<file path="config.mk">
export PLATFORM = sky130hd
export DESIGN_NAME = int_div_iterative_flat
export DESIGN_NICKNAME = d
export VERILOG_FILES = /design/src/rtl/int_div_pkg.sv /design/src/rtl/int_div_if.sv /design/src/rtl/int_div_dpath.sv /design/src/rtl/int_div_iterative.sv /design/src/flat_wrapper.sv
export SDC_FILE = /design/constraint.sdc
export NUM_CORES = 1
export LEC_CHECK = 0
export ABC_CLOCK_PERIOD_IN_PS = 3200
export BUFFER_PORTS_ARGS = -buffer_cell sky130_fd_sc_hd__buf_4
export CELL_PAD_IN_SITES_DETAIL_PLACEMENT = 1
export CELL_PAD_IN_SITES_GLOBAL_PLACEMENT = 2
export CORE_MARGIN = 2
export CORE_UTILIZATION = 30
export DETAILED_ROUTE_END_ITERATION = 10
export GPL_ROUTABILITY_DRIVEN = 0
export PLACE_DENSITY = 0.88
export SLEW_MARGIN = 10
export SYNTH_ARGS = -nofsm -noshare
export SYNTH_HDL_FRONTEND = slang
export SYNTH_SLANG_ARGS = --single-unit
</file>
<file path="constraint.sdc">
create_clock -name clk -period 3.2 [get_ports clk]
set_input_delay 0.64 -clock clk [delete_from_list [all_inputs] [get_ports clk]]
set_output_delay 0.64 -clock clk [all_outputs]
set_load 0.05 [all_outputs]
</file>
<file path="src/rtl/int_div_pkg.sv">
// Shared types and constants for the iterative restoring divider.
package int_div_pkg;

  localparam int DEFAULT_NBITS = 32;

  typedef enum logic [1:0] {
    IDLE = 2'd0,
    CALC = 2'd1,
    DONE = 2'd2
  } state_t;

  // Field positions inside a 2*n wide message: high half is dividend/quotient.
  function automatic int msg_hi_msb(input int n);
    return 2*n - 1;
  endfunction

  function automatic int msg_hi_lsb(input int n);
    return n;
  endfunction

  function automatic int msg_lo_msb(input int n);
    return n - 1;
  endfunction

endpackage

</file>
<file path="src/rtl/int_div_if.sv">
// Request/response val/rdy streams of the divider, shared with the multiplier harness.
interface int_div_if
  import int_div_pkg::*;
#(
  parameter int NBITS = DEFAULT_NBITS
);

  logic               istream_val;
  logic               istream_rdy;
  logic [2*NBITS-1:0] istream_msg;
  logic               ostream_val;
  logic               ostream_rdy;
  logic [2*NBITS-1:0] ostream_msg;

  modport master (
    output istream_val,
    input  istream_rdy,
    output istream_msg,
    input  ostream_val,
    output ostream_rdy,
    input  ostream_msg
  );

  modport slave (
    input  istream_val,
    output istream_rdy,
    input  istream_msg,
    output ostream_val,
    input  ostream_rdy,
    output ostream_msg
  );

endinterface

</file>
<file path="src/rtl/int_div_dpath.sv">
// Divider datapath: operand registers, one restoring shift/subtract step per cycle,
// and the step counter.
module int_div_dpath
  import int_div_pkg::*;
#(
  parameter int NBITS = DEFAULT_NBITS
) (
  input  logic             clk,
  input  logic             reset,
  input  logic             load,
  input  logic             step,
  input  logic [NBITS-1:0] dividend,
  input  logic [NBITS-1:0] divisor,
  output logic             counter_done,
  output logic [NBITS-1:0] quotient,
  output logic [NBITS-1:0] remainder
);

  localparam int CW = $clog2(NBITS) + 1;

  logic [NBITS-1:0] dvs_q;
  logic [NBITS-1:0] quo_q;
  // The partial remainder stays below the divisor, so its stored form needs
  // only NBITS bits; the extra bit exists only in the shifted/difference path.
  logic [NBITS-1:0] rem_q;
  logic [CW-1:0]    cnt_q;

  logic [NBITS:0]   rem_shift;
  logic [NBITS:0]   diff;
  logic [NBITS-1:0] quo_shift;
  logic [NBITS-1:0] rem_next;
  logic [NBITS-1:0] quo_next;

  always_comb begin
    rem_shift = {rem_q, quo_q[NBITS-1]};
    quo_shift = {quo_q[NBITS-2:0], 1'b0};
    diff      = rem_shift - {1'b0, dvs_q};
    rem_next  = rem_shift[NBITS-1:0];
    quo_next  = quo_shift;
    if (!diff[NBITS]) begin
      rem_next = diff[NBITS-1:0];
      quo_next = quo_shift | {{(NBITS-1){1'b0}}, 1'b1};
    end
  end

  always_ff @(posedge clk or posedge reset) begin
    if (reset) begin
      dvs_q <= '0;
      quo_q <= '0;
      rem_q <= '0;
      cnt_q <= '0;
    end else if (load) begin
      dvs_q <= divisor;
      quo_q <= dividend;
      rem_q <= '0;
      cnt_q <= '0;
    end else if (step) begin
      quo_q <= quo_next;
      rem_q <= rem_next;
      cnt_q <= cnt_q + CW'(1);
    end
  end

  assign counter_done = (cnt_q == CW'(NBITS - 1));
  assign quotient     = quo_q;
  assign remainder    = rem_q;

endmodule

</file>
<file path="src/rtl/int_div_iterative.sv">
// Iterative unsigned divider: fixed NBITS-cycle restoring division behind val/rdy streams.
//
// state | meaning
// IDLE  | ready for a request; accepting loads the datapath
// CALC  | one quotient bit per cycle, exactly NBITS cycles
// DONE  | result valid and held until the sink takes it
module int_div_iterative
  import int_div_pkg::*;
#(
  parameter int NBITS = DEFAULT_NBITS
) (
  input  logic     clk,
  input  logic     reset,
  int_div_if.slave io
);

  localparam int HI_MSB = msg_hi_msb(NBITS);
  localparam int HI_LSB = msg_hi_lsb(NBITS);
  localparam int LO_MSB = msg_lo_msb(NBITS);

  state_t           state;
  state_t           state_next;
  logic             load;
  logic             step;
  logic             counter_done;
  logic [NBITS-1:0] quotient;
  logic [NBITS-1:0] remainder;

  always_ff @(posedge clk or posedge reset) begin
    if (reset) state <= IDLE;
    else       state <= state_next;
  end

  always_comb begin
    state_next = state;
    load       = 1'b0;
    step       = 1'b0;
    unique case (state)
      IDLE: begin
        if (io.istream_val) begin
          load       = 1'b1;
          state_next = CALC;
        end
      end
      CALC: begin
        step = 1'b1;
        if (counter_done) state_next = DONE;
      end
      DONE: begin
        if (io.ostream_rdy) state_next = IDLE;
      end
      default: state_next = IDLE;
    endcase
  end

  int_div_dpath #(
    .NBITS(NBITS)
  ) u_dpath (
    .clk          (clk),
    .reset        (reset),
    .load         (load),
    .step         (step),
    .dividend     (io.istream_msg[HI_MSB:HI_LSB]),
    .divisor      (io.istream_msg[LO_MSB:0]),
    .counter_done (counter_done),
    .quotient     (quotient),
    .remainder    (remainder)
  );

  assign io.istream_rdy = (state == IDLE);
  assign io.ostream_val = (state == DONE);
  assign io.ostream_msg = {quotient, remainder};

endmodule

</file>
<file path="src/flat_wrapper.sv">
// flat-port wrapper written by rule: the top's interface ports become plain ports
module int_div_iterative_flat import int_div_pkg::*;
#(
  parameter int NBITS = DEFAULT_NBITS
)
  (clk, reset, io_istream_val, io_istream_rdy, io_istream_msg, io_ostream_val, io_ostream_rdy, io_ostream_msg);
  int_div_if #(.NBITS(NBITS)) io_i ();
  input  logic clk;
  input  logic reset;
  input wire logic [$bits(io_i.istream_val)-1:0] io_istream_val;
  output wire logic [$bits(io_i.istream_rdy)-1:0] io_istream_rdy;
  input wire logic [$bits(io_i.istream_msg)-1:0] io_istream_msg;
  output wire logic [$bits(io_i.ostream_val)-1:0] io_ostream_val;
  input wire logic [$bits(io_i.ostream_rdy)-1:0] io_ostream_rdy;
  output wire logic [$bits(io_i.ostream_msg)-1:0] io_ostream_msg;
  assign io_i.istream_val = io_istream_val;
  assign io_istream_rdy = io_i.istream_rdy;
  assign io_i.istream_msg = io_istream_msg;
  assign io_ostream_val = io_i.ostream_val;
  assign io_i.ostream_rdy = io_ostream_rdy;
  assign io_ostream_msg = io_i.ostream_msg;
  int_div_iterative #(.NBITS(NBITS)) u_core (.clk(clk), .reset(reset), .io(io_i));
endmodule
</file>
# After elaboration in Yosys (flattened, before gate mapping)
# Cells that the tools add are included.
[classes]
n_eq_ne = 6
reduce_logical = 3
add_sub_neg = 2
mux = 15
[op_table]
columns = ["operator", "n"]
rows = [
  ["32-bit two-way mux", 5],
  ["33-bit by 32-bit subtractor with 33-bit output", 1],
  ["6-bit two-way mux", 2],
  ["6-bit by 1-bit adder with 6-bit output (second input constant)", 1],
  ["6-bit by 5-bit == test with 1-bit output (second input constant)", 1],
  ["2-bit two-way mux", 3],
  ["2-bit one-hot mux with 3 select lines", 1],
  ["1-bit two-way mux", 4],
  ["2-bit by 1-bit inequality test with 1-bit output (second input constant)", 2],
  ["3-bit AND reduction", 1],
  ["2-bit by 1-bit == test with 1-bit output (second input constant)", 1],
  ["2-bit == test (second input constant)", 1],
  ["2-bit logical NOT", 1],
  ["2-bit inequality test (second input constant)", 1],
  ["2-bit nonzero test", 1],
]
[totals]
in_bits = 68
elab_cells = 31
ff_bits = 104
output_inout_bits = 66

# Longest topological paths before layout
# Gate-level depths: netlist (run 1).
[logic_depth]
ltp_word = 4
depth_mapped = 14
ltp_nobuf = 13

# Hierarchy
# A second synthesis (run 1) with hierarchy kept.
[unflattened]
cells_unflattened = 721
hier_area_um2 = 6303.5
[modules_own_cells]
columns = ["mod", "area_each_um2", "n_inst", "seq_area_each_um2", "cells_per_inst"]
rows = [
  ["int_div_dpath", 6197.2, 1, 2552.4, 709],
  ["int_div_iterative", 106.4, 1, 50.0, 12],
]

# Least setup slack after synthesis (run 1)
# OpenSTA, ideal clock, no wires.
[synth_path]
path_kind = "register to register"
start = "register u_core.u_dpath.quo_q[31], in the netlist u_core.u_dpath.quotient[31]"
end = "register u_core.u_dpath.rem_q[30], in the netlist u_core.u_dpath.remainder[30]"
setup_slack_ns = -0.164
path_buffers = 0
period_less_slack_ns = 3.364
setup_time_ns = 0.068
arrival_time_ns = 3.296
t_required_ns = 3.132
stages_incl_launch_ff = 14
path_cell_list = "dfrtp_1 inv_1 ha_1 inv_1 fa_1 a211oi_2 o211ai_2 a21oi_2 o41ai_2 a221o_2 nand3_2 mux2_4 or4_1 nand2_1"
[synth_via]
elab_chain_len = 4
[synth_lines]
columns = ["element", "line", "text"]
rows = [
  ["start: declaration", "int_div_dpath.sv:22", "logic [NBITS-1:0] quo_q;"],
  ["start signal: assignment", "int_div_dpath.sv:54", "quo_q <= dividend;"],
  ["start signal: assignment", "int_div_dpath.sv:58", "quo_q <= quo_next;"],
  ["33-bit by 32-bit subtractor with 33-bit output", "int_div_dpath.sv:37", "diff = rem_shift - {1'b0, dvs_q};"],
  ["32-bit two-way mux", "int_div_dpath.sv:40", "if (!diff[NBITS]) begin"],
  ["32-bit two-way mux", "int_div_dpath.sv:57", "end else if (step) begin"],
  ["32-bit two-way mux", "int_div_dpath.sv:52", "end else if (load) begin"],
  ["end signal: assignment", "int_div_dpath.sv:59", "rem_q <= rem_next;"],
  ["end: declaration", "int_div_dpath.sv:25", "logic [NBITS-1:0] rem_q;"],
]
# Every way passes these cells. The select of a mux whose other input is x is not followed.
# A chain may end at the register's enable or synchronous reset.

# Worst setup path after layout (run 1)
[layout_path]
start = "register u_core.u_dpath.rem_q[9], in the netlist u_core.u_dpath.remainder[9]"
end = "register u_core.u_dpath.rem_q[31], in the netlist u_core.u_dpath.remainder[31]"
[layout_via]
elab_chain_len = 4
[layout_lines]
columns = ["element", "line"]
rows = [
  ["33-bit by 32-bit subtractor with 33-bit output", "int_div_dpath.sv:37"],
  ["32-bit two-way mux", "int_div_dpath.sv:40"],
  ["32-bit two-way mux", "int_div_dpath.sv:57"],
  ["32-bit two-way mux", "int_div_dpath.sv:52"],
]
# Every way passes these cells. The select of a mux whose other input is x is not followed.

==> key figures, run 1 <==
Global routing
  – Vias in the first global route: 5824
  – Gr usage total: 17.2%
  – Grt ovf: 0
  – Largest net degree at the start of global routing: 46
  – First-pass GRT wire length: 30700 um
  – Initial antenna violation count: 1

Routing
  – Via count: 5666
  – Routed length per placed instance: 16.5 um
  – Vias/cell: 5.05
  – DRC Markers: 0
  – Post-Route WL: 18500 um
  – First-pass DRT Iterations: 4
  – ANT nets after route: 0
  – DRT iter0 DRCs: 223

Layout
  – Final Non-Filler Cells: 1123
  – Fillers: 2402
  – Fin util: 39.7%
  – P&R area growth vs syn: 28.7%
  – Layout cell share with drive strength beyond 1: 24.9%
  – Storage element area: 2600 um^2
  – Design area: 8080 um^2
  – Ant. Diodes: 0
  – Multi-input gate area: 3430 um^2
  – Fin nets: 950

Logic synthesis
  – Mapped Cells: 709
  – Ys async rst share: 100%
  – Synth Cell Area: 6280 um^2
  – Netlist cell types: 66
  – Syn avg cell area: 8.86 um^2
  – Synth warnings: 0
  – Post-synthesis sequential area ratio: 41.4%
  – #FFs+latches synth: 104
  – Post-Syn Nets: 811
  – Main flop type after synthesis: dfrtp_1
  – EDFF count, synth: 0

Place
  – Detailed Place HPWL: 13700 um
  – Post-Place Cells: 1096
  – Port bufs: 133
  – DP Area: 7630 um^2

Status
  – Status: finished, final reports clean

Setup path
  – Crit path required time: 3500 ps
  – Worst reg2reg endpoint: u_core.u_dpath.remainder[31]$_DFFE_PP0P_
  – Crit Path Max Fanout: 6
  – CP Capture Type: register
  – Crit Path Class: reg2reg
  – RR Startpoint: u_core.u_dpath.remainder[9]$_DFFE_PP0P_
  – Crit-path max cell delay: 510 ps
  – R2R depth: 10
  – Setup crit start kind: register
  – Max stage delay cell, worst path: or4_1
  – CP Cell Sequence: ha_1, a211o_1, a311o_1, o311ai_1, a21o_2, o21ai_1, a21oi_1, mux2i_1, or4_1, nand2_1
  – Arr. time, crit path: 3370 ps
  – Flop2flop setup slack: 130 ps

Floorplanning
  – Die Width: 149 um
  – Die Y: 149 um
  – Initial core utilization: 30.8%
  – IO Pins: 134
  – Die Area: 22100 um^2
  – Core area: 20400 um^2
  – Row count: 52

STA
  – Worst-Margin Slew: 688 ps
  – Clk_skew: 10.9 ps
  – Final worst-path cycle share: 95.9%
  – Final setup viols: 0
  – Minimum clock period: 3070 ps
  – Final Slew Violations: 0
  – WHS: 380 ps
  – Fmax: 326 MHz
  – Max-slew headroom: 54.0%
  – Final Hold Fails: 0

Clock network
  – Total CTS buffers: 9
  – Worst-Skew Late Latency: 360 ps
  – CTS H-tree lvls: 3
  – CTS Hold Bufs: 0
  – Clock sink total: 104
  – Root Buffer Master: clkbuf_16
  – TritonCTS clock tree: yes
  – Clk pin slew, worst setup/hold paths: 70 ps
  – Clock Path Buffers: 2

Min path
  – Hold WC Path Type: in2async

Run
  – Max_cap viols: 0
[area by class of cell]
class	instances	area share, %
clock inverters	3	0.217
well taps	270	4.18
inverters	45	2.14
repair buffers	164	15.7
multi-input cells	524	42.5
flip-flops and latches	104	32.2
clock buffers	13	3.10
[worst max-delay path by stage]
stage,slack (ps),depth (start not counted),from,to
global route,-40,14,u_core.u_dpath.quotient[31]$_DFFE_PP0P_,u_core.u_dpath.remainder[30]$_DFFE_PP0P_
detailed placement,40,13,u_core.u_dpath.quotient[31]$_DFFE_PP0P_,u_core.u_dpath.remainder[30]$_DFFE_PP0P_
CTS,30,13,u_core.u_dpath.quotient[31]$_DFFE_PP0P_,u_core.u_dpath.remainder[30]$_DFFE_PP0P_
global placement,110,13,u_core.u_dpath.quotient[31]$_DFFE_PP0P_,u_core.u_dpath.remainder[30]$_DFFE_PP0P_
finish,130,10,u_core.u_dpath.remainder[9]$_DFFE_PP0P_,u_core.u_dpath.remainder[31]$_DFFE_PP0P_
floorplan,9,13,u_core.u_dpath.quotient[31]$_DFFE_PP0P_,u_core.u_dpath.remainder[30]$_DFFE_PP0P_
[critical path: cells and delay by family (launching register included)]
kind	cells	cell delay (ps)
AO/OA/AOI/OAI	6	1520
adder cells (fa/ha/maj)	1	400
flip-flops	1	410
multiplexers	1	90
AND/OR/NAND/NOR	2	580
[cell usage after synthesis (all sizes together) (5+ instances only)]
cell	number	area share, %
ha	33	6.6
nor3	13	1.0
o21ai	86	6.9
xor2	12	1.7
a21o	10	1.3
nand2	124	7.4
o211ai	6	0.88
inv	45	2.7
xnor2	18	2.5
buf	7	0.92
nor2	20	1.2
mux2i	30	4.8
nand2b	5	0.50
and3	5	0.52
nand3	36	3.0
dfrtp	104	41
clkbuf	30	2.1
a22oi	32	3.8
a21oi	34	2.8
nor2b	6	0.60
[registers in the layout, indices dropped and copies added, names as in the netlist]
register / flops
u_core.u_dpath.quotient: 32
u_core.u_dpath.dvs_q: 32
u_core.state: 2
u_core.u_dpath.remainder: 32
u_core.u_dpath.cnt_q: 6
[metrics by stage]
stage	setup TNS, ps	setup slack (ps)
global route	-60.3	-38.3
detailed placement	0	38.3
finish	0	133
CTS	0	30.4
global placement	0	115
floorplan	0	9.19
[what timing repair did]
action                                  4_1_cts  5_1_grt
endpoints found under the setup margin        0       32
setup buffers                                 0       10
resized for setup                             0       17
[cell families (layout without fill, tap and decap cells)]
family | after synthesis | count (layout) | share of synthesized area, %
multiplexers | 31 | 31 | 5.02
adder cells (fa/ha/maj) | 34 | 34 | 6.89
AO/OA/AOI/OAI | 204 | 205 | 20.7
flip-flops | 104 | 104 | 41.4
AND/OR/NAND/NOR | 224 | 224 | 16.0
XOR/XNOR | 30 | 30 | 4.18
buffers and inverters | 82 | 225 | 5.74
[routing by layer]
layer / GRT usage (%) / routed length (um) / vias to the layer above
met1: 22.8 / 8570 / 2737
met2: 27.2 / 8340 / 129
met5: 0 / 13 / -
li1: - / - / 2779
met4: 4.29 / 221 / 2
met3: 5.64 / 1350 / 19
[cells in the final DEF (no fill, tap or decap), types with 3 or more instances in the layout]
| master | Yosys | final |
|---|---|---|
| a21o_2 | 3 | 4 |
| buf_6 | 3 | 3 |
| a21boi_0 | 3 | 3 |
| o21ai_1 | 29 | 28 |
| a22oi_1 | 32 | 32 |
| xor2_1 | 12 | 12 |
| buf_4 | 2 | 159 |
| nand2b_1 | 5 | 4 |
| ha_1 | 33 | 32 |
| o31ai_1 | 3 | 3 |
| o211ai_1 | 4 | 4 |
| a21oi_1 | 32 | 32 |
| xnor2_1 | 18 | 18 |
| o21ai_0 | 57 | 57 |
| clkbuf_16 | 0 | 9 |
| a21o_1 | 7 | 6 |
| mux2i_1 | 30 | 30 |
| inv_1 | 45 | 43 |
| nor2b_1 | 6 | 5 |
| nor3_1 | 13 | 13 |
| nor2_1 | 20 | 19 |
| nand3_1 | 34 | 33 |
| a31oi_1 | 3 | 3 |
| dfrtp_1 | 104 | 103 |
| nand2_1 | 124 | 124 |
| and3_1 | 4 | 4 |
| clkbuf_1 | 27 | 3 |
Power of run 1 is left out: the tool's default activity adds up to more than one toggle a clock period on the data nets, which glitch-free logic cannot reach.
==> run 2: changes to the inputs <==
--- a/config.mk
+++ b/config.mk
@@ -5,15 +5,17 @@
 export SDC_FILE = /design/constraint.sdc
 export NUM_CORES = 1
 export LEC_CHECK = 0
+export ABC_AREA = 1
 export ABC_CLOCK_PERIOD_IN_PS = 3200
 export BUFFER_PORTS_ARGS = -buffer_cell sky130_fd_sc_hd__buf_4
+export CAP_MARGIN = 20
 export CELL_PAD_IN_SITES_DETAIL_PLACEMENT = 1
 export CELL_PAD_IN_SITES_GLOBAL_PLACEMENT = 2
 export CORE_MARGIN = 2
-export CORE_UTILIZATION = 30
+export CORE_UTILIZATION = 28
 export DETAILED_ROUTE_END_ITERATION = 10
 export GPL_ROUTABILITY_DRIVEN = 0
-export PLACE_DENSITY = 0.88
+export PLACE_DENSITY = 0.89
 export SLEW_MARGIN = 10
 export SYNTH_ARGS = -nofsm -noshare
 export SYNTH_HDL_FRONTEND = slang
==> run 2 against run 1 <==
- area after synthesis rose by 14%
- via count increased by 22%
- first-iteration DRC count shrank 0.90%
- hold slack better by 32 ps
- die area up 22%
- maximum frequency up 21%
- core utilization down 4.8 points
- clock skew shrank 1.4 ps
- final cell count up 37%
- sequential share of layout area fell by 2.6 points
- critical path depth increased by 6
- critical path type unchanged
- critical endpoint is now u_core.u_dpath.remainder[30]$_DFFE_PP0P_
==> key figures, run 2 <==
Status
  – Status: finished, final reports clean (unchanged)

Global routing
  – Vias in the first global route: 7349 (was 5824)
  – First-pass GRT wire length: 36700 um (was 30700 um)
  – Grt ovf: 0 (unchanged)
  – Largest net degree at the start of global routing: 105 (was 46)
  – Initial antenna violation count: 0 (was 1)
  – Gr usage total: 17.0% (was 17.2%)

Setup path
  – Buf/Inv on CP: 2 (was 0)
  – Crit path required time: 3460 ps (was 3500 ps)
  – Crit Path Class: reg2reg (unchanged)
  – CP Cell Sequence: inv_1, ha_1, inv_1, fa_1, nand2_1, nand2_1, nand3_1, nand2_2, nand2_2, nand2_4, nand2_4, nand3_2, nand2_4, nand3_1, nand2_1, nand2_1 (was ha_1, a211o_1, a311o_1, o311ai_1, a21o_2, o21ai_1, a21oi_1, mux2i_1, or4_1, nand2_1)
  – Cell family with most CP delay: simple AND/OR/NAND/NOR gates (was compound AO/OA/AOI/OAI gates)
  – Arr. time, crit path: 2780 ps (was 3370 ps)
  – Crit Path Max Fanout: 30 (was 6)
  – Most frequent CP cell: nand2_1
  – Setup crit start kind: register (unchanged)
  – Crit-path max cell delay: 400 ps (was 510 ps)
  – CP Capture Type: register (unchanged)
  – Max stage delay cell, worst path: fa_1 (was or4_1)

Clock network
  – Clk pin slew, worst setup/hold paths: 80 ps (was 70 ps)
  – TritonCTS clock tree: yes (unchanged)
  – CTS Hold Bufs: 0 (unchanged)
  – Clock sink total: 104 (unchanged)
  – Clock Path Buffers: 2 (unchanged)
  – Setup repair bufs after CTS: 0 (unchanged)
  – Root Buffer Master: clkbuf_16 (unchanged)
  – Worst-Skew Late Latency: 360 ps (about the same)
  – Resize count post-CTS: 0 (unchanged)
  – CTS H-tree lvls: 3 (unchanged)
  – Total CTS buffers: 9 (unchanged)

STA
  – Final Slew Violations: 0 (unchanged)
  – Final worst-path cycle share: 79.0% (was 95.9%)
  – Setup TNS: 0 ps (unchanged)
  – Final Hold Fails: 0 (unchanged)
  – Fmax: 396 MHz (was 326 MHz)
  – RSZ-0062 raised after global routing: false
  – WHS: 413 ps (was 380 ps)
  – Final setup viols: 0 (unchanged)
  – Final worst slack: 672 ps (was 133 ps)
  – Clk_skew: 9.49 ps (was 10.9 ps)
  – Max-slew headroom: 59.3% (was 54.0%)
  – Minimum clock period: 2530 ps (was 3070 ps)
  – Worst-Margin Slew: 610 ps (was 688 ps)

Routing
  – Vias/cell: 4.49 (was 5.05)
  – DRT iter0 DRCs: 221 (was 223)
  – ANT nets after route: 0 (unchanged)
  – Routed length per placed instance: 14.3 um (was 16.5 um)
  – First-pass DRT Iterations: 4 (unchanged)
  – Via count: 6899 (was 5666)
  – DRC Markers: 0 (unchanged)
  – Post-Route WL: 22000 um (was 18500 um)

Logic synthesis
  – Post-Syn Nets: 1183 (was 811)
  – Mapped Cells: 1081 (was 709)
  – Syn avg cell area: 6.64 um^2 (was 8.86 um^2)
  – Ys async rst share: 100% (unchanged)
  – Synth warnings: 0 (unchanged)
  – Largest cells by area after synthesis: dfrtp_1, nand2_1, inv_1 (was dfrtp_1, nand2_1, ha_1)
  – Top-area cell type share of the netlist area: 36.2% (was 41.4%)
  – Synth area leader: dfrtp_1 (unchanged)
  – Synth top cells by count: nand2_1, inv_1, dfrtp_1 (was nand2_1, dfrtp_1, o21ai_0)
  – EDFF count, synth: 0 (unchanged)
  – Main flop type after synthesis: dfrtp_1 (unchanged)
  – Netlist cell types: 39 (was 66)
  – Top-count cell post-synth: nand2_1 (unchanged)
  – Synth Cell Area: 7180 um^2 (was 6280 um^2)
  – Post-synthesis sequential area ratio: 36.2% (was 41.4%)
  – #FFs+latches synth: 104 (unchanged)

Min path
  – Hold WC Path Type: in2async (unchanged)

Floorplanning
  – Core area: 25200 um^2 (was 20400 um^2)
  – Row count: 58 (was 52)
  – Die Width: 164 um (was 149 um)
  – Initial core utilization: 28.5% (was 30.8%)
  – Die Area: 27000 um^2 (was 22100 um^2)
  – Die Y: 164 um (was 149 um)
  – IO Pins: 134 (unchanged)

Layout
  – Multi-input gate area: 3570 um^2 (was 3430 um^2)
  – Storage element area: 2600 um^2 (about the same)
  – Most frequent cells in the layout: nand2_1, inv_1, buf_4, dfrtp_1, nand3_1 (was buf_4, nand2_1, dfrtp_1, o21ai_0, inv_1)
  – Leading cell type in the layout, fill and taps excluded: nand2_1 (was buf_4)
  – Layout cell share with drive strength beyond 1: 15.3% (was 24.9%)
  – P&R area growth vs syn: 22.5% (was 28.7%)
  – Ant. Diodes: 0 (unchanged)
  – Fillers: 3216 (was 2402)
  – Fin nets: 1304 (was 950)
  – Final Non-Filler Cells: 1537 (was 1123)

Place
  – Detailed Place HPWL: 17100 um (was 13700 um)
  – Port bufs: 133 (unchanged)
  – Place WS: 643 ps (was 38.3 ps)
  – Post-Place Cells: 1521 (was 1096)

Run
  – Max_cap viols: 0 (unchanged)
[run 2: metrics by stage]
step,utilization (%),cell area (um^2)
final,34.9,8800
after global routing,34.9,8800
after CTS,34.9,8800
after detailed placement,33.7,8500
after global placement,33.7,8500
after floorplan,-,7190
[run 2: path summary, 6_finish.rpt]
| kind | start | to | slack (ps) | depth (start not counted) |
|---|---|---|---|---|
| max | u_core.u_dpath.quotient[31]$_DFFE_PP0P_ | u_core.u_dpath.remainder[30]$_DFFE_PP0P_ | 670 | 16 |
| min | reset | u_core.u_dpath.dvs_q[25]$_DFFE_PP0P_ | 410 | 3 |
| max reg2reg | u_core.u_dpath.quotient[31]$_DFFE_PP0P_ | u_core.u_dpath.remainder[30]$_DFFE_PP0P_ | 670 | 16 |
| min reg2reg | u_core.u_dpath.cnt_q[1]$_DFFE_PP0P_ | u_core.u_dpath.cnt_q[1]$_DFFE_PP0P_ | 540 | 1 |
| max in group asynchronous | reset | u_core.u_dpath.dvs_q[4]$_DFFE_PP0P_ | 2290 | 3 |
| min in group clk | io_istream_msg[0] | u_core.u_dpath.dvs_q[0]$_DFFE_PP0P_ | 480 | 3 |
[run 2: cell families (layout without fill, tap and decap cells)]
logic type	Yosys count	after routing	share of synthesized area, %
compound gates	99	99	9.01
xor+xnor	15	15	1.83
fa+ha+maj	34	34	6.03
buf+inv	255	381	14.1
flops	104	104	36.2
simple gates	574	574	32.8
[run 2: worst register-to-register path: stages, from the launching register on]
cell and delay (ps):
dfrtp_1 390, inv_1 100, ha_1 150, inv_1 70
fa_1 400, nand2_1 80, nand2_1 80, nand3_1 110
nand2_2 90, nand2_2 90, nand2_4 60, nand2_4 70
nand3_2 120, nand2_4 340, nand3_1 150, nand2_1 90
nand2_1 50
[run 2: layout make-up]
class | count | area share, %
multi-input combinational | 722 | 40.6
sequential | 104 | 29.6
timing repair buffer | 139 | 12.0
inverter | 226 | 9.69
tap | 330 | 4.69
clock buffer | 10 | 2.72
clock inverter | 6 | 0.711
[run 2: routing by layer]
metal	GRT usage [%]	routed length (um)
met1	21.6	10100
met2	29.0	10300
met3	5.43	1460
met5	0	0
met4	2.23	135
Power of run 2 is left out for the same reason.
==> run 3: changes to the inputs <==
--- a/config.mk
+++ b/config.mk
@@ -5,17 +5,17 @@
 export SDC_FILE = /design/constraint.sdc
 export NUM_CORES = 1
 export LEC_CHECK = 0
-export ABC_AREA = 1
-export ABC_CLOCK_PERIOD_IN_PS = 3200
+export ABC_AREA = 0
+export ABC_CLOCK_PERIOD_IN_PS = 2170
 export BUFFER_PORTS_ARGS = -buffer_cell sky130_fd_sc_hd__buf_4
 export CAP_MARGIN = 20
 export CELL_PAD_IN_SITES_DETAIL_PLACEMENT = 1
 export CELL_PAD_IN_SITES_GLOBAL_PLACEMENT = 2
 export CORE_MARGIN = 2
-export CORE_UTILIZATION = 28
+export CORE_UTILIZATION = 30
 export DETAILED_ROUTE_END_ITERATION = 10
 export GPL_ROUTABILITY_DRIVEN = 0
-export PLACE_DENSITY = 0.89
+export PLACE_DENSITY = 0.88
 export SLEW_MARGIN = 10
 export SYNTH_ARGS = -nofsm -noshare
 export SYNTH_HDL_FRONTEND = slang
==> constraint.sdc (replaced) <==
create_clock -name clk -period 2.17 [get_ports clk]
set_input_delay 0.434 -clock clk [delete_from_list [all_inputs] [get_ports clk]]
set_output_delay 0.434 -clock clk [all_outputs]
set_load 0.05 [all_outputs]
==> run 3 against run 2 <==
- the flow now finishes with violations (setup timing)
- routed wire length is 8.6% lower
- setup slack lost 1500 ps
- critical path depth shrank 2
- final cell count is 19% lower
- largest cell class unchanged
- via count is 9.3% lower
- sequential cell count did not move
- clock skew is 0.77 ps higher
- global-route usage rose by 2.0 points
- maximum frequency fell by 16%
- core utilization grew 10 points
==> key figures, run 3 (synthesis results as in run 1) <==
Global routing
  – Grt ovf: 0 (unchanged)
  – Met2 usage: 32.8% (was 29.0%)
  – Vias in the first global route: 6769 (was 7349)
  – Initial antenna violation count: 0 (unchanged)
  – Largest net degree at the start of global routing: 99 (was 105)
  – GR Util met3: 5.18% (was 5.43%)
  – Global Route met1 Usage: 23.7% (was 21.6%)
  – Gr usage total: 19.0% (was 17.0%)
  – First-pass GRT wire length: 33700 um (was 36700 um)
  – GRT Max-Usage Layer: met2 (unchanged)

Clock network
  – Root Buffer Master: clkbuf_16 (unchanged)
  – Clock sink total: 104 (unchanged)
  – TritonCTS clock tree: yes (unchanged)
  – Total CTS buffers: 9 (unchanged)
  – CTS H-tree lvls: 3 (unchanged)
  – Worst-Skew Late Latency: 360 ps (about the same)
  – Clock Path Buffers: 2 (unchanged)
  – Clk pin slew, worst setup/hold paths: 70 ps (was 80 ps)

Floorplanning
  – IO Pins: 134 (unchanged)
  – Initial core utilization: 30.8% (was 28.5%)
  – Die Width: 149 um (was 164 um)
  – Core area: 20400 um^2 (was 25200 um^2)
  – Die Area: 22100 um^2 (was 27000 um^2)
  – Row count: 52 (was 58)
  – Die Y: 149 um (was 164 um)

Setup path
  – RR Startpoint: u_core.u_dpath.quotient[31]$_DFFE_PP0P_ (unchanged)
  – CP Cell Sequence: inv_2, ha_4, inv_2, fa_2, a211oi_4, o211ai_2, a21oi_2, buf_4, o21ai_2, or2_1, nand3_2, o211ai_4, or4_4, nand2_2 (was inv_1, ha_1, inv_1, fa_1, nand2_1, nand2_1, nand3_1, nand2_2, nand2_2, nand2_4, nand2_4, nand3_2, nand2_4, nand3_1, nand2_1, nand2_1)
  – Crit Path Class: reg2reg (unchanged)
  – Cell family with most CP delay: simple AND/OR/NAND/NOR gates (unchanged)
  – Crit Path Max Fanout: 6 (was 30)
  – CP Capture Type: register (unchanged)
  – Setup crit start kind: register (unchanged)
  – Max stage delay cell, worst path: or4_4 (was fa_1)
  – Flop2flop setup slack: -840 ps (was 670 ps)
  – Crit path required time: 2470 ps (was 3460 ps)
  – Worst reg2reg endpoint: u_core.u_dpath.remainder[30]$_DFFE_PP0P_ (unchanged)
  – Buf/Inv on CP: 3 (was 2)
  – Crit-path max cell delay: 550 ps (was 400 ps)
  – Arr. time, crit path: 3310 ps (was 2780 ps)
  – Most frequent CP cell: inv_2 (was nand2_1)
  – R2R depth: 14 (was 16)

Routing
  – Vias/cell: 5.00 (was 4.49)
  – Post-Route WL: 20100 um (was 22000 um)
  – DRC Markers: 0 (unchanged)
  – Routed length per placed instance: 16.0 um (was 14.3 um)
  – ANT nets after route: 0 (unchanged)
  – Via count: 6254 (was 6899)
  – First-pass DRT Iterations: 4 (unchanged)
  – DRT iter0 DRCs: 240 (was 221)

STA
  – Minimum clock period: 3010 ps (was 2530 ps)
  – Final worst slack: -840 ps (was 672 ps)
  – Final Slew Violations: 0 (unchanged)
  – Final worst-path cycle share: 139% (was 79.0%)
  – Worst-Margin Slew: 699 ps (was 610 ps)
  – RSZ-0062 raised after global routing: true (was false)
  – Final Hold Fails: 0 (unchanged)
  – Fmax: 332 MHz (was 396 MHz)
  – WHS: 42.8 ps (was 413 ps)
  – Max-slew headroom: 53.3% (was 59.3%)
  – Clk_skew: 10.3 ps (was 9.49 ps)
  – Final setup viols: 33 (was 0)

Layout
  – Design area: 9170 um^2 (was 8800 um^2)
  – Ant. Diodes: 0 (unchanged)
  – Leading cell type in the layout, fill and taps excluded: buf_4 (was nand2_1)
  – P&R area growth vs syn: 46.0% (was 22.5%)
  – Layout cell share with drive strength beyond 1: 36.6% (was 15.3%)
  – Most frequent cells in the layout: buf_4, nand2_1, dfrtp_1, o21ai_0, inv_1 (was nand2_1, inv_1, buf_4, dfrtp_1, nand3_1)
  – Fin nets: 1079 (was 1304)

Min path
  – Hold WC Path Type: in2async (unchanged)

Status
  – Failing checks: setup timing
  – Status: finished with violations (was finished, final reports clean)

Run
  – Max_cap viols: 0 (unchanged)

Place
  – DP Area: 8720 um^2 (was 8500 um^2)
  – Port bufs: 133 (unchanged)
  – Detailed Place HPWL: 15100 um (was 17100 um)
[run 3: worst max path at each step]
stage	from	depth (start not counted)	to	slack [ps]
2_1_floorplan	u_core.u_dpath.quotient[31]$_DFFE_PP0P_	13	u_core.u_dpath.remainder[30]$_DFFE_PP0P_	-1020
3_3_place_gp	u_core.u_dpath.quotient[31]$_DFFE_PP0P_	13	u_core.u_dpath.remainder[30]$_DFFE_PP0P_	-850
3_5_place_dp	u_core.u_dpath.quotient[31]$_DFFE_PP0P_	13	u_core.u_dpath.remainder[30]$_DFFE_PP0P_	-900
4_1_cts	u_core.u_dpath.quotient[31]$_DFFE_PP0P_	13	u_core.u_dpath.remainder[30]$_DFFE_PP0P_	-830
5_1_grt	u_core.u_dpath.quotient[31]$_DFFE_PP0P_	14	u_core.u_dpath.remainder[30]$_DFFE_PP0P_	-990
6_report	u_core.u_dpath.quotient[31]$_DFFE_PP0P_	14	u_core.u_dpath.remainder[30]$_DFFE_PP0P_	-840
[run 3: worst reg2reg max path, stage by stage, from the launching register on]
cell and delay (ps):
dfrtp_2 410, inv_2 70, ha_4 130, inv_2 30, fa_2 360, a211oi_4 290, o211ai_2 120, a21oi_2 230
buf_4 150, o21ai_2 50, or2_1 250, nand3_2 100, o211ai_4 150, or4_4 550, nand2_2 60
[run 3: routing by layer]
| layer | up-vias | share of wire [%] |
|---|---|---|
| met5 | - | 0 |
| met4 | 0 | 1.1 |
| met3 | 16 | 6.3 |
| met2 | 142 | 48 |
| met1 | 3070 | 45 |
| li1 | 3026 | - |
[run 3: metrics by stage]
| step | setup slack, ps | cells | utilization (%) | setup TNS, ps |
|---|---|---|---|---|
| after floorplan | -1020 | 709 | - | -22410 |
| after global placement | -847 | 1228 | 42.8 | -22710 |
| after detailed placement | -903 | 1228 | 42.8 | -25450 |
| after CTS | -826 | 1251 | 44.9 | -23830 |
| after global routing | -988 | 1252 | 45.0 | -29280 |
| final | -840 | 1252 | 45.0 | -24100 |
[run 3: area by class of cell]
class                   instances  area [um^2]
multi-input cells             523         3450
flip-flops and latches        104         2610
clock inverters                 4         52.6
well taps                     270          338
fillers                      2428        11200
repair buffers                294         2290
inverters                      45          173
clock buffers                  12          256
[run 3: timing repair]
| action | CTS | global route |
|---|---|---|
| hold buffers | 0 | 0 |
| pin swaps | 20 | 12 |
| resized for setup | 7 | 10 |
| cloned | 1 | 0 |
| setup buffers | 6 | 3 |
| setup endpoints to repair | 33 | 33 |
Power of run 3 is left out for the same reason.
